<file path="config.mk">
export PLATFORM = sky130hd
export DESIGN_NAME = exception_unit
export DESIGN_NICKNAME = d
export VERILOG_FILES = /design/src/rtl/exc_pkg.sv /design/src/rtl/exc_prio_enc.sv /design/src/rtl/exception_unit.sv
export SDC_FILE = /design/constraint.sdc
export NUM_CORES = 1
export LEC_CHECK = 0
export ABC_AREA = 1
export CAP_MARGIN = 20
export CORE_MARGIN = 4
export CORE_UTILIZATION = 30
export CTS_CLUSTER_DIAMETER = 150
export DETAILED_ROUTE_END_ITERATION = 7
export PLACE_DENSITY = 0.72
export SLEW_MARGIN = 30
export SYNTH_ARGS = -nofsm -noshare
export SYNTH_HDL_FRONTEND = slang
export SYNTH_SLANG_ARGS = --single-unit
</file>
<file path="constraint.sdc">
create_clock -name CLK -period 4.6 [get_ports CLK]
set_input_delay 1.38 -clock CLK [delete_from_list [all_inputs] [get_ports CLK]]
set_output_delay 1.38 -clock CLK [all_outputs]
set_load 0.02 [all_outputs]
</file>
<file path="src/rtl/exc_pkg.sv">
// Shared definitions for the writeback exception sequencer:
// ExcCode values, bad-address source select and the sequencer state type.
package exc_pkg;

  localparam logic [4:0] EXC_INT  = 5'd0;
  localparam logic [4:0] EXC_ADEL = 5'd4;
  localparam logic [4:0] EXC_ADES = 5'd5;
  localparam logic [4:0] EXC_SYS  = 5'd8;
  localparam logic [4:0] EXC_BP   = 5'd9;
  localparam logic [4:0] EXC_RI   = 5'd10;
  localparam logic [4:0] EXC_OV   = 5'd12;

  localparam logic [1:0] BADVA_NONE = 2'd0;
  localparam logic [1:0] BADVA_PC   = 2'd1;
  localparam logic [1:0] BADVA_MEM  = 2'd2;

  typedef enum logic {
    IDLE  = 1'b0,
    FLUSH = 1'b1
  } state_t;

endpackage

</file>
<file path="src/rtl/exc_prio_enc.sv">
// Fixed-priority encoder from writeback exception flags to ExcCode and
// the source of the bad virtual address.
module exc_prio_enc
  import exc_pkg::*;
(
  input  logic       ifetch_err,
  input  logic       ri,
  input  logic       syscall,
  input  logic       brk,
  input  logic       ovf,
  input  logic       adel,
  input  logic       ades,
  input  logic       interrupt,
  output logic       hit,
  output logic [4:0] code,
  output logic [1:0] badva_sel
);

  always_comb begin
    hit       = 1'b1;
    code      = EXC_INT;
    badva_sel = BADVA_NONE;
    if (ifetch_err) begin
      code      = EXC_ADEL;
      badva_sel = BADVA_PC;
    end else if (ri) begin
      code = EXC_RI;
    end else if (syscall) begin
      code = EXC_SYS;
    end else if (brk) begin
      code = EXC_BP;
    end else if (ovf) begin
      code = EXC_OV;
    end else if (adel) begin
      code      = EXC_ADEL;
      badva_sel = BADVA_MEM;
    end else if (ades) begin
      code      = EXC_ADES;
      badva_sel = BADVA_MEM;
    end else if (interrupt) begin
      code = EXC_INT;
    end else begin
      hit = 1'b0;
    end
  end

endmodule

</file>
<file path="src/rtl/exception_unit.sv">
// Writeback-stage exception/ERET sequencer: kills the faulting commit,
// reports the event to cp0, redirects fetch and flushes the pipeline.
//
//   state | meaning
//   IDLE  | watching WB for an exception or ERET
//   FLUSH | pipeline invalidated, counting down FLUSH_CYCLES
module exception_unit
  import exc_pkg::*;
#(
  parameter logic [31:0] EXC_VECTOR   = 32'h0000_0100,
  parameter int          FLUSH_CYCLES = 2
) (
  input  logic        CLK,
  input  logic        RESET_N,
  input  logic        WB_VALID,
  input  logic [31:0] WB_PC,
  input  logic        WB_BRANCH,
  input  logic [31:0] WB_MEM_ADDR,
  input  logic        WB_IFETCH_ERR,
  input  logic        WB_RI,
  input  logic        WB_SYSCALL,
  input  logic        WB_BREAK,
  input  logic        WB_OVF,
  input  logic        WB_ADEL,
  input  logic        WB_ADES,
  input  logic        WB_ERET,
  input  logic        INTERRUPT,
  input  logic [31:0] EPC_Q,
  output logic        WB_KILL,
  output logic        E_ENTER,
  output logic        ERET,
  output logic [31:0] EPC,
  output logic [4:0]  CAUSE,
  output logic [31:0] BAD_VA,
  output logic        DELAY_SLOT,
  output logic        FLUSH,
  output logic        PC_REDIRECT,
  output logic [31:0] PC_TARGET,
  output logic        BUSY
);

  localparam int CNT_W = (FLUSH_CYCLES > 1) ? $clog2(FLUSH_CYCLES) : 1;
  localparam logic [CNT_W-1:0] CNT_LOAD = CNT_W'(FLUSH_CYCLES - 1);

  state_t           state_q, state_d;
  logic [CNT_W-1:0] cnt_q, cnt_d;
  logic             bd_q;
  logic             hit;
  logic [4:0]       code;
  logic [1:0]       badva_sel;
  logic             idle, exc, ret;
  logic [31:0]      epc_d, badva_d;

  exc_prio_enc u_prio (
    .ifetch_err (WB_IFETCH_ERR),
    .ri         (WB_RI),
    .syscall    (WB_SYSCALL),
    .brk        (WB_BREAK),
    .ovf        (WB_OVF),
    .adel       (WB_ADEL),
    .ades       (WB_ADES),
    .interrupt  (INTERRUPT),
    .hit        (hit),
    .code       (code),
    .badva_sel  (badva_sel)
  );

  // Interrupts are only taken against a real instruction so EPC is meaningful.
  assign idle    = (state_q == IDLE);
  assign exc     = idle & WB_VALID & hit;
  assign ret     = idle & WB_VALID & WB_ERET & ~hit;
  assign WB_KILL = ~idle | exc;
  assign FLUSH   = ~idle;
  assign BUSY    = ~idle;

  always_comb begin
    state_d = state_q;
    cnt_d   = cnt_q;
    case (state_q)
      IDLE: begin
        if (exc | ret) begin
          state_d = exc_pkg::FLUSH;
          cnt_d   = CNT_LOAD;
        end
      end
      exc_pkg::FLUSH: begin
        if (cnt_q == '0) state_d = IDLE;
        else             cnt_d   = cnt_q - 1'b1;
      end
      default: state_d = IDLE;
    endcase
  end

  always_ff @(posedge CLK or negedge RESET_N) begin
    if (!RESET_N) begin
      state_q <= IDLE;
      cnt_q   <= '0;
    end else begin
      state_q <= state_d;
      cnt_q   <= cnt_d;
    end
  end

  // bd_q remembers whether the last committed instruction was a branch.
  always_ff @(posedge CLK or negedge RESET_N) begin
    if (!RESET_N) begin
      bd_q <= 1'b0;
    end else if (idle) begin
      if (exc | ret)     bd_q <= 1'b0;
      else if (WB_VALID) bd_q <= WB_BRANCH;
    end
  end

  always_comb begin
    epc_d = bd_q ? (WB_PC - 32'd4) : WB_PC;
    case (badva_sel)
      BADVA_PC:  badva_d = WB_PC;
      BADVA_MEM: badva_d = WB_MEM_ADDR;
      default:   badva_d = '0;
    endcase
  end

  always_ff @(posedge CLK or negedge RESET_N) begin
    if (!RESET_N) begin
      E_ENTER     <= 1'b0;
      ERET        <= 1'b0;
      EPC         <= '0;
      CAUSE       <= '0;
      BAD_VA      <= '0;
      DELAY_SLOT  <= 1'b0;
      PC_REDIRECT <= 1'b0;
      PC_TARGET   <= '0;
    end else begin
      E_ENTER     <= exc;
      ERET        <= ret;
      EPC         <= exc ? epc_d : '0;
      CAUSE       <= exc ? code : '0;
      BAD_VA      <= exc ? badva_d : '0;
      DELAY_SLOT  <= exc & bd_q;
      PC_REDIRECT <= exc | ret;
      PC_TARGET   <= exc ? EXC_VECTOR : (ret ? EPC_Q : '0);
    end
  end

endmodule

</file>
==> summary.txt, run 1 <==
Global route
  • Global-route wire length before repair: around 23,000 um
  • Via count of the first global-routing pass: ~4,100
  • Total gr overflow: 0
  • Largest net degree at the start of global routing: slightly below 60
  • GRT Util Overall: 0.1675
  • Antenna violations before repair: 0

Timing
  • Max-slew violation count: 0
  • Tightest Pin Transition: approximately 0.81 ns
  • Hold Worst Slack: between 0.5 and 0.6 ns
  • Final setup vio count: 0
  • Relative max-transition margin: 0.4602
  • Count of final hold-check violations: 0
  • Top achievable clock speed: between 200 and 250 MHz
  • Fin Setup TNS: 0 ns
  • Tcrit/Tclk final: 0.9558
  • RSZ-0062 raised after global routing: no
  • Largest clock skew in the final design: 0.004250 ns
  • Final worst setup slack: ~0.20 ns
  • Min cycle time layout: 4.397 ns

Setup path
  • Crit Reg-Reg Startpoint: BUSY$_DFF_PN0_
  • Crit end category: output port
  • Cell-by-cell listing of the critical path: clkdlybuf4s50_1 > nor2_2 > nand2_1 > nor3_2 > nand2_1 > nand2_2 > nand2_1 > clkdlybuf4s50_1
  • Maximum net fanout on the critical path: 2
  • CP arrival: about 3.0 ns
  • Worst reg2reg path depth: 8
  • CP max-delay cell: clkdlybuf4s50_1
  • Worst path most repeated cell: nand2_1
  • Required time at the endpoint of the critical path: 3.22 ns
  • CP peak stage delay: approximately 0.54 ns
  • Worst setup SP type: primary input
  • Type of the worst setup path: primary input to output port
  • Flop2flop setup slack: approximately 2.7 ns
  • R2r endpoint: cnt_q$_DFFE_PN0P_

Route
  • First-iteration detailed-routing DRC count: between 100 and 150
  • Detailed-route vias per instance: ~4.3
  • Routed vias: approximately 4,200
  • Post-DRT Antenna Nets: 0
  • Routed wirelength normalized by instance count: around 15 um
  • Drt total wl: ~15,000 um
  • Post-detailed-route DRC marker count: 0
  • Detailed Routing Iterations Pass 1: 4

Power
  • Static Leakage: 3.425 nW
  • Worst vdd rail ir drop: about 160 uV
  • Power density over cell area: between 300 and 400 mW/mm^2

Worst hold path
  • Hold depth: 2
  • Startpoint of the lowest-slack hold path: cnt_q$_DFFE_PN0P_
  • Type of the worst min-delay path: register to register
  • Worst-case hold path end point: cnt_q$_DFFE_PN0P_

Placed design
  • Estimated wirelength of the detail-placed design: around 11,000 um
  • Placer's final routability congestion estimate: roughly 0.9
  • Worst slack after detailed placement: between 0.15 and 0.2 ns
  • Number of port buffers: 215
  • Dpl cells: roughly 950
  • Area after DPL: around 0.0071 mm^2

Clocking
  • H-Tree Level Count: 3
  • Cell at the root of the clock tree: clkbuf_16
  • Number of buffers added to fix hold violations after cts: 0
  • Post-cts gate resize count: 0
  • Maximum count of clock buffers along a single path: 2
  • Number of buffers created by CTS: 9
  • Clock slew at reported path FFs: about 0.07 ns
  • Insertion delay of the later-clocked pin in the worst-skew pair: ~0.34 ns
  • CTS tree: yes
  • Sink count of the clock tree: 107
  • Post-CTS setup-driven buffer insertion count: 0

Finish
  • Post-route cell area: ~0.0074 mm^2
  • Number of diodes added for antenna fixing: 0
  • Share of final-layout standard cells stronger than drive strength 1: 0.09908
  • Post-synthesis to final-layout area growth: 56.93%
  • Number of nets in the final layout: 863
  • Post-route non-filler standard cell count: 968
  • Filler Cells Inserted: approximately 1,500
  • Area occupied by multi-input gates: about 0.0016 mm^2
  • Most common library cell in the layout ignoring fill and taps: clkdlybuf4s50_1
  • Register area: between 0.002 and 0.003 mm^2
  • Most used cells in the layout excluding fill and tap cells: clkdlybuf4s50_1 (213), nand2_1 (115), dfrtp_1 (107)

Synthesis
  • Number of flip-flops and latches in the synthesized netlist: approximately 110
  • Synthesized netlist net count: 646
  • Mapped Avg Cell Area: ~8.8 um^2
  • Mapped cell area: around 0.0047 mm^2
  • Seq/Total Area, Yosys: 0.5675
  • Synthesized instance count: between 500 and 600
  • Total number of yosys warnings: 0
  • Library cells used by synthesis: 29

Die
  • Horizontal die dimension: between 100 and 150 um
  • Core outline area: 0.01531 mm^2
  • Initial Utilization: 0.3081
  • Ports: ~220
  • Std cell rows: 45
  • Height of the die: 133.4 um
  • Die ar.: ~0.018 mm^2

Flow run
  • Maximum Capacitance Violations: 0

Status
  • Status: complete, no violations
-- kinds of logic (layout without fill, tap and decap cells) --
group,Yosys count,count (layout),synth area share
AND/OR/NAND/NOR,258,258,0.2339
flip-flops,107,107,0.5675
buffers and inverters,99,320,0.09148
AO/OA/AOI/OAI,64,64,0.09255
XOR/XNOR,6,6,0.01114
adder cells (fa/ha/maj),1,1,0.002651
other,1,1,0.0007948
-- where the power goes --
group	internal (mW)	switching (mW)
combinational	0.297	0.375
clock	0.465	0.345
sequential	1.03	0.0336
-- worst max-delay path by stage --
stage                     startpoint      end  slack (ns)  depth (start not counted)
after CTS                    WB_ADEL  WB_KILL        0.17                          8
after detailed placement     WB_ADEL  WB_KILL        0.17                          8
after global placement       WB_ADEL  WB_KILL        0.19                          8
after global routing         WB_ADEL  WB_KILL        0.10                          8
final                        WB_ADEL  WB_KILL        0.20                          8
after floorplan              WB_ADEL  WB_KILL        0.87                          7
-- per-layer routing --
metal  vias to the layer above  part of all wire  track usage
met5                         -                 0            0
li1                       2069                 -            -
met3                        16             0.072      0.03663
met4                         0             0.017      0.06571
met2                       181              0.48       0.2793
met1                      1937              0.43       0.2129
-- sequential cells by signal, indices dropped and copies added, names as in the netlist --
| name | cells |
|---|---|
| BAD_VA | 32 |
| EPC | 32 |
| PC_TARGET | 32 |
| CAUSE | 4 |
| BUSY | 1 |
| DELAY_SLOT | 1 |
| ERET | 1 |
| E_ENTER | 1 |
| PC_REDIRECT | 1 |
| bd_q | 1 |
| cnt_q | 1 |
-- area by class of cell --
class,count,area share
Clock buffer,12,0.03599
Clock inverter,3,0.006252
Inverter,81,0.04106
Multi-Input combinational cell,330,0.2173
Sequential cell,107,0.3616
Tap cell,211,0.03565
Timing Repair Buffer,224,0.3021
-- cells in the mapped netlist (all sizes together) --
master | count | area [um^2]
nand3 | 23 | 125.1
or2 | 1 | 6.260
nor2 | 100 | 397.9
ha | 1 | 12.51
conb | 1 | 3.750
inv | 81 | 304.0
o21bai | 1 | 7.510
o22ai | 1 | 6.260
nand4 | 7 | 43.79
nor3b | 2 | 15.01
nand2 | 120 | 462.9
buf | 15 | 116.4
clkbuf | 3 | 11.26
xor2 | 6 | 52.55
o21ai | 14 | 70.07
nor3 | 5 | 52.55
dfrtp | 107 | 2678
a21oi | 48 | 352.8
-- worst max-delay path, delay by kind of cell --
family / cells / cell delay (ns)
AND/OR/NAND/NOR: 6 / 0.66
buffers and inverters: 2 / 0.98
-- through the flow --
step / power [mW] / util
2_1_floorplan: 1.393 / -
3_3_place_gp: 1.752 / 0.4631
3_5_place_dp: 1.756 / 0.4631
4_1_cts: 2.582 / 0.4835
5_1_grt: 2.672 / 0.4835
6_report: 2.544 / 0.4835
No activity file was read; power rests on OpenSTA's default activity.
==> run 2, diff against run 1 <==
- PLACE_DENSITY: 0.72 -> 0.75
- clock period: 4.6 -> 3.8 ns (I/O delays scaled with it)
==> run 2 against run 1 <==
Via count is 1.3% higher; critical endpoint unchanged; setup slack better by 0.0072 ns; register-to-register slack lost 0.77 ns; core utilization is 0.073 points higher; die area unchanged; sequential power rose by 21%; largest power group unchanged; sequential cell count unchanged; power grew 20%.
==> summary.txt, run 2 (synthesis results as in run 1) <==
Route
  • Drt total wl: 14,870 um (about the same)
  • Detailed-route vias per instance: 4.377 (+0.81%)
  • Post-detailed-route DRC marker count: 0 (unchanged)
  • Detailed Routing Iterations Pass 1: 4 (unchanged)
  • First-iteration detailed-routing DRC count: 198 (+38%)
  • Routed wirelength normalized by instance count: 15.28 um (-0.49%)
  • Post-DRT Antenna Nets: 0 (unchanged)
  • Routed vias: 4,259 (+1.3%)

Placed design
  • Estimated wirelength of the detail-placed design: 11,580 um (+2.9%)
  • Number of port buffers: 215 (unchanged)
  • Placer's final routability congestion estimate: 0.8167 (-9.1%)

Timing
  • Largest clock skew in the final design: 0.006647 ns (+0.002398 ns)
  • RSZ-0062 raised after global routing: no
  • Count of final hold-check violations: 0 (unchanged)
  • Min cycle time layout: between 3 and 4 ns
  • Fin Setup TNS: 0 ns (unchanged)
  • Relative max-transition margin: 0.4702 (+0.009975)
  • Tightest Pin Transition: 0.7947 ns (-0.01496 ns)
  • Top achievable clock speed: approximately 280 MHz
  • Final setup vio count: 0 (unchanged)
  • Max-slew violation count: 0 (unchanged)
  • Hold Worst Slack: 0.5042 ns (+0.003975 ns)
  • Tcrit/Tclk final: 0.9446

Finish
  • Share of final-layout standard cells stronger than drive strength 1: 0.1063 (+0.007224)
  • Number of nets in the final layout: 867 (+0.46%)
  • Number of diodes added for antenna fixing: 0 (unchanged)
  • Post-synthesis to final-layout area growth: 57.17%
  • Most common library cell in the layout ignoring fill and taps: clkdlybuf4s50_1
  • Most used cells in the layout excluding fill and tap cells: clkdlybuf4s50_1 (212), nand2_1 (115), dfrtp_1 (107)
  • Filler Cells Inserted: 1,436 (-3.6%)
  • Post-Route Utilization: 0.4842 (+0.0007350)
  • Biggest regs: BAD_VA (32), EPC (32), PC_TARGET (32)

Global route
  • Antenna violations before repair: 0 (unchanged)
  • Global-route wire length before repair: 23,100 um (+0.54%)
  • Via count of the first global-routing pass: 4,224 (+2.1%)
  • GRT Util Overall: 0.1672 (-0.0003078)
  • Global routing met3 resource utilization: 0.04532 (+0.008686)
  • Largest net degree at the start of global routing: 56 (-5.1%)
  • Total gr overflow: 0 (unchanged)
  • Global-route track usage on met1: 0.2078 (-0.005055)
  • Met2 Track Usage GR: 0.2870 (+0.007619)
  • Global-route layer with the greatest usage: met2

Setup path
  • Cell-by-cell listing of the critical path: clkdlybuf4s50_1 > nor2_2 > nand2_1 > nor3_2 > nand2_1 > nand2_2 > nand2_1 > clkbuf_2
  • Crit end category: output port
  • Type of the worst setup path: primary input to output port
  • Cell family with most CP delay: simple AND/OR/NAND/NOR gates
  • CP Launch Point: WB_ADEL
  • Maximum net fanout on the critical path: 2 (unchanged)
  • CP peak stage delay: 0.44 ns (-0.10 ns)
  • CP arrival: 2.45 ns (-0.57 ns)
  • Worst path most repeated cell: nand2_1
  • Crit Reg-Reg Startpoint: BUSY$_DFF_PN0_
  • Worst setup SP type: primary input
  • Required time at the endpoint of the critical path: 2.66 ns (-0.56 ns)
  • Number of buffer and inverter instances along the worst setup path: 2 (unchanged)
  • CP max-delay cell: clkdlybuf4s50_1

Worst hold path
  • Startpoint of the lowest-slack hold path: cnt_q$_DFFE_PN0P_
  • Type of the worst min-delay path: register to register

Die
  • Initial Utilization: 0.3081 (unchanged)
  • Die ar.: 0.01780 mm^2 (unchanged)
  • Height of the die: 133.4 um (unchanged)
  • Std cell rows: 45 (unchanged)
  • Ports: 217 (unchanged)
  • Horizontal die dimension: 133.4 um (unchanged)
  • Core outline area: 0.01531 mm^2 (unchanged)

Clocking
  • Cell at the root of the clock tree: clkbuf_16
  • Insertion delay of the later-clocked pin in the worst-skew pair: 0.34 ns (about the same)
  • Sink count of the clock tree: 107 (unchanged)
  • Maximum count of clock buffers along a single path: 2 (unchanged)
  • Number of buffers created by CTS: 9 (unchanged)
  • Clock slew at reported path FFs: 0.07 ns (about the same)
  • H-Tree Level Count: 3 (unchanged)
  • CTS tree: yes
  • Post-CTS setup-driven buffer insertion count: 0 (unchanged)
  • Number of buffers added to fix hold violations after cts: 0 (unchanged)

Power
  • Worst vdd rail ir drop: 283.0 uV (+73%)
  • Power density over cell area: 412.6 mW/mm^2 (+20%)
  • Static Leakage: 3.439 nW (+0.42%)

Status
  • Status: complete, no violations

Flow run
  • Maximum Capacitance Violations: 0 (unchanged)
==> run 2: cell types whose count changed in the layout (fill, tap and decap cells not counted), sizes merged <==
cell | previous run | this run
inv | 81 | 82
clkdlybuf4s50 | 213 | 212
clkbuf | 12 | 11
clkinv | 1 | 3
buf | 11 | 15
==> run 2: worst paths after layout <==
kind	cells after the start	slack, ns	endpoint
worst max-delay path	8	0.21	WB_KILL
worst min-delay path	2	0.50	cnt_q$_DFFE_PN0P_
worst max register to register	7	1.92	PC_TARGET[1]$_DFF_PN0_
worst min register to register	2	0.50	cnt_q$_DFFE_PN0P_
max in group asynchronous	2	2.22	EPC[20]$_DFF_PN0_
min in group asynchronous	1	0.85	PC_TARGET[15]$_DFF_PN0_
==> run 2: area by class of cell <==
type | count | area, um^2 | share of cell area
Sequential cell | 107 | 2678 | 0.3611
Timing Repair Buffer | 228 | 2250 | 0.3034
Multi-Input combinational cell | 330 | 1609 | 0.2170
Inverter | 81 | 304.0 | 0.04100
Tap cell | 211 | 264.0 | 0.03560
Clock buffer | 10 | 239.0 | 0.03223
Clock inverter | 6 | 72.57 | 0.009786
==> run 2: metrics by stage <==
| stage | std cells | cell area [um^2] | setup slack (ns) | power [mW] |
|---|---|---|---|---|
| 3_3_place_gp | 957 | 7109 | -0.1077 | 2.125 |
| 5_1_grt | 973 | 7416 | 0.08415 | 3.203 |
| 6_report | 973 | 7416 | 0.2105 | 3.060 |
| 3_5_place_dp | 957 | 7109 | -0.1296 | 2.133 |
| 4_1_cts | 973 | 7420 | 0.08192 | 3.105 |
| 2_1_floorplan | 536 | 4718 | 0.5545 | 1.686 |
==> run 2: worst min-delay path, stage by stage (launching register included) <==
cell and delay (ns):
dfrtp_1 0.35, o21ai_1 0.07, inv_1 0.05
==> run 2: routing by layer <==
layer | wire length [um] | up-vias
li1 | - | 2082
met1 | 6253 | 1982
met2 | 7215 | 178
met3 | 1153 | 17
met4 | 242 | 0
met5 | 0 | -
==> run 2: repair_timing <==
item                                    4_1_cts  5_1_grt
pin swaps                                     0        2
resized for setup                             1        2
endpoints found under the setup margin        1        1
==> run 2: power breakdown <==
part	internal, mW	total, mW	switching [mW]
Clock	0.535	0.963	0.427
Sequential	1.24	1.28	0.0401
Combinational	0.359	0.813	0.454
==> run 3, diff against run 2 <==
- CORE_UTILIZATION: 30 -> 38
- PLACE_DENSITY: 0.75 -> 0.89
- TNS_END_PERCENT: default -> 5
==> run 3 against run 2 <==
Hold slack improved by 0.0043 ns; clock skew is 0.0021 ns higher; cell count down 4.7%; critical path depth stayed put; setup slack worse by 0.053 ns; register-to-register slack improved by 0.02 ns.
==> summary.txt, run 3 (synthesis results as in run 1) <==
Finish
  • Number of nets in the final layout: 865 (-0.23%)
  • Number of diodes added for antenna fixing: 0 (unchanged)
  • Most used cells in the layout excluding fill and tap cells: clkdlybuf4s50_1 (213), nand2_1 (115), dfrtp_1 (107)
  • Share of final-layout standard cells stronger than drive strength 1: 0.1001 (-0.006167)
  • Post-synthesis to final-layout area growth: 54.97%
  • Filler Cells Inserted: 1,036 (-28%)
  • Most common library cell in the layout ignoring fill and taps: clkdlybuf4s50_1
  • Biggest regs: BAD_VA (32), EPC (32), PC_TARGET (32)

Setup path
  • Flop2flop setup slack: 1.94 ns (+0.02 ns)
  • Worst reg2reg path depth: 8 (+1)
  • Worst setup SP type: primary input
  • Maximum net fanout on the critical path: 2 (unchanged)
  • Type of the worst setup path: primary input to output port
  • Crit end category: output port
  • Required time at the endpoint of the critical path: 2.66 ns (about the same)
  • R2r endpoint: CAUSE[3]$_DFF_PN0_
  • Crit Reg-Reg Startpoint: BUSY$_DFF_PN0_
  • CP arrival: 2.50 ns (+0.05 ns)

Route
  • Post-detailed-route DRC marker count: 0 (unchanged)
  • Routed wirelength normalized by instance count: 15.33 um (+0.34%)
  • Post-DRT Antenna Nets: 0 (unchanged)
  • First-iteration detailed-routing DRC count: 263 (+33%)
  • Detailed-route vias per instance: 4.593 (+4.9%)
  • Detailed Routing Iterations Pass 1: 4 (unchanged)
  • Routed vias: 4,258 (-0.023%)
  • Drt total wl: 14,210 um (-4.4%)

Clocking
  • Maximum count of clock buffers along a single path: 2 (unchanged)
  • Clock slew at reported path FFs: 0.07 ns (about the same)
  • CTS tree: yes
  • Post-CTS setup-driven buffer insertion count: 0 (unchanged)
  • Insertion delay of the later-clocked pin in the worst-skew pair: 0.33 ns (about the same)
  • Sink count of the clock tree: 107 (unchanged)
  • Cell at the root of the clock tree: clkbuf_16
  • Number of buffers created by CTS: 9 (unchanged)
  • H-Tree Level Count: 3 (unchanged)

Global route
  • GRT Util Overall: 0.1971 (+0.02991)
  • Global-route wire length before repair: 21,940 um (-5.0%)
  • Total gr overflow: 0 (unchanged)
  • Antenna violations before repair: 0 (unchanged)
  • Via count of the first global-routing pass: 4,252 (+0.66%)
  • Largest net degree at the start of global routing: 56 (unchanged)

Worst hold path
  • Startpoint of the lowest-slack hold path: cnt_q$_DFFE_PN0P_
  • Type of the worst min-delay path: register to register
  • Hold depth: 2 (unchanged)
  • Worst-case hold path end point: cnt_q$_DFFE_PN0P_

Die
  • Die ar.: 0.01426 mm^2 (-20%)
  • Std cell rows: 40 (-11%)
  • Height of the die: 119.4 um (-10%)
  • Horizontal die dimension: 119.4 um (-10%)
  • Ports: 217 (unchanged)
  • Initial Utilization: 0.3912 (+0.08309)
  • Core outline area: 0.01206 mm^2 (-21%)

Timing
  • Max-slew violation count: 0 (unchanged)
  • RSZ-0062 raised after global routing: no
  • Min cycle time layout: 3.642 ns (+0.05278 ns)
  • Hold Worst Slack: 0.5086 ns (+0.004343 ns)
  • Largest clock skew in the final design: 0.008762 ns (+0.002115 ns)
  • Count of final hold-check violations: 0 (unchanged)
  • Top achievable clock speed: 274.6 MHz (-1.4%)
  • Final setup vio count: 0 (unchanged)
  • Relative max-transition margin: 0.4704 (about the same)
  • Tightest Pin Transition: 0.7944 ns (-0.0003710 ns)
  • Tcrit/Tclk final: 0.9585 (+0.01389)

Status
  • Status: complete, no violations

Power
  • Tot Pwr: 2.942 mW (-3.8%)
  • Static Leakage: 3.410 nW (-0.87%)
  • Power density over cell area: 402.3 mW/mm^2 (-2.5%)
  • Worst vdd rail ir drop: 225.8 uV (-20%)

Placed design
  • Number of port buffers: 215 (unchanged)
  • Estimated wirelength of the detail-placed design: 11,100 um (-4.2%)
  • Placer's final routability congestion estimate: 0.8977 (+9.9%)

Flow run
  • Maximum Capacitance Violations: 0 (unchanged)
-- run 3: worst max path at each step --
stage,start,endpoint,slack (ns),depth (start not counted)
finish,WB_ADEL,WB_KILL,0.16,8
global route,WB_ADEL,WB_KILL,0.05,8
CTS,WB_ADEL,WB_KILL,0.14,8
detailed placement,WB_ADEL,WB_KILL,-0.08,8
global placement,WB_ADEL,WB_KILL,-0.04,8
floorplan,WB_ADEL,WB_KILL,0.55,7
-- run 3: final cells by class --
| cell class | instances | area (um^2) | share of cell area |
|---|---|---|---|
| Clock buffer | 9 | 225.2 | 0.03080 |
| Clock inverter | 6 | 42.54 | 0.005818 |
| Inverter | 81 | 304.0 | 0.04158 |
| Multi-Input combinational cell | 330 | 1609 | 0.2201 |
| Sequential cell | 107 | 2678 | 0.3662 |
| Tap cell | 168 | 210.2 | 0.02875 |
| Timing Repair Buffer | 226 | 2243 | 0.3068 |
-- run 3: critical path, cell delays in order --
cell and delay [ns]:
clkdlybuf4s50_1 0.46, nor2_2 0.14, nand2_1 0.09, nor3_2 0.14, nand2_1 0.09, nand2_2 0.07, nand2_1 0.05, dlygate4sd2_1 0.32
-- run 3: metrics by stage --
stage / TNS (ns) / area (um^2) / worst slack, ns / utilization / std cells
after floorplan: 0 / 4718 / 0.5545 / - / 536
after global placement: -0.04144 / 7046 / -0.04144 / 0.5841 / 912
after detailed placement: -0.08218 / 7046 / -0.08218 / 0.5841 / 912
after CTS: 0 / 7312 / 0.1376 / 0.6062 / 927
after global routing: 0 / 7312 / 0.04705 / 0.6062 / 927
final: 0 / 7312 / 0.1577 / 0.6062 / 927
-- run 3: repair_timing --
item / CTS / global route
hold buffers: 0 / 0
resized for setup: 1 / 0
endpoints found under the setup margin: 1 / 0
-- run 3: metal layers --
layer | part of all wire | track usage | vias to the layer above
li1 | - | - | 2072
met1 | 0.39 | 0.2254 | 1981
met2 | 0.50 | 0.3469 | 178
met3 | 0.077 | 0.05366 | 27
met4 | 0.028 | 0.08232 | 0
met5 | 0 | 0 | -
-- run 3: power breakdown --
part	switching (mW)	internal [mW]	total [mW]
clock	0.406	0.442	0.849
combinational	0.452	0.357	0.809
sequential	0.0404	1.24	1.28
total	0.899	2.04	2.94
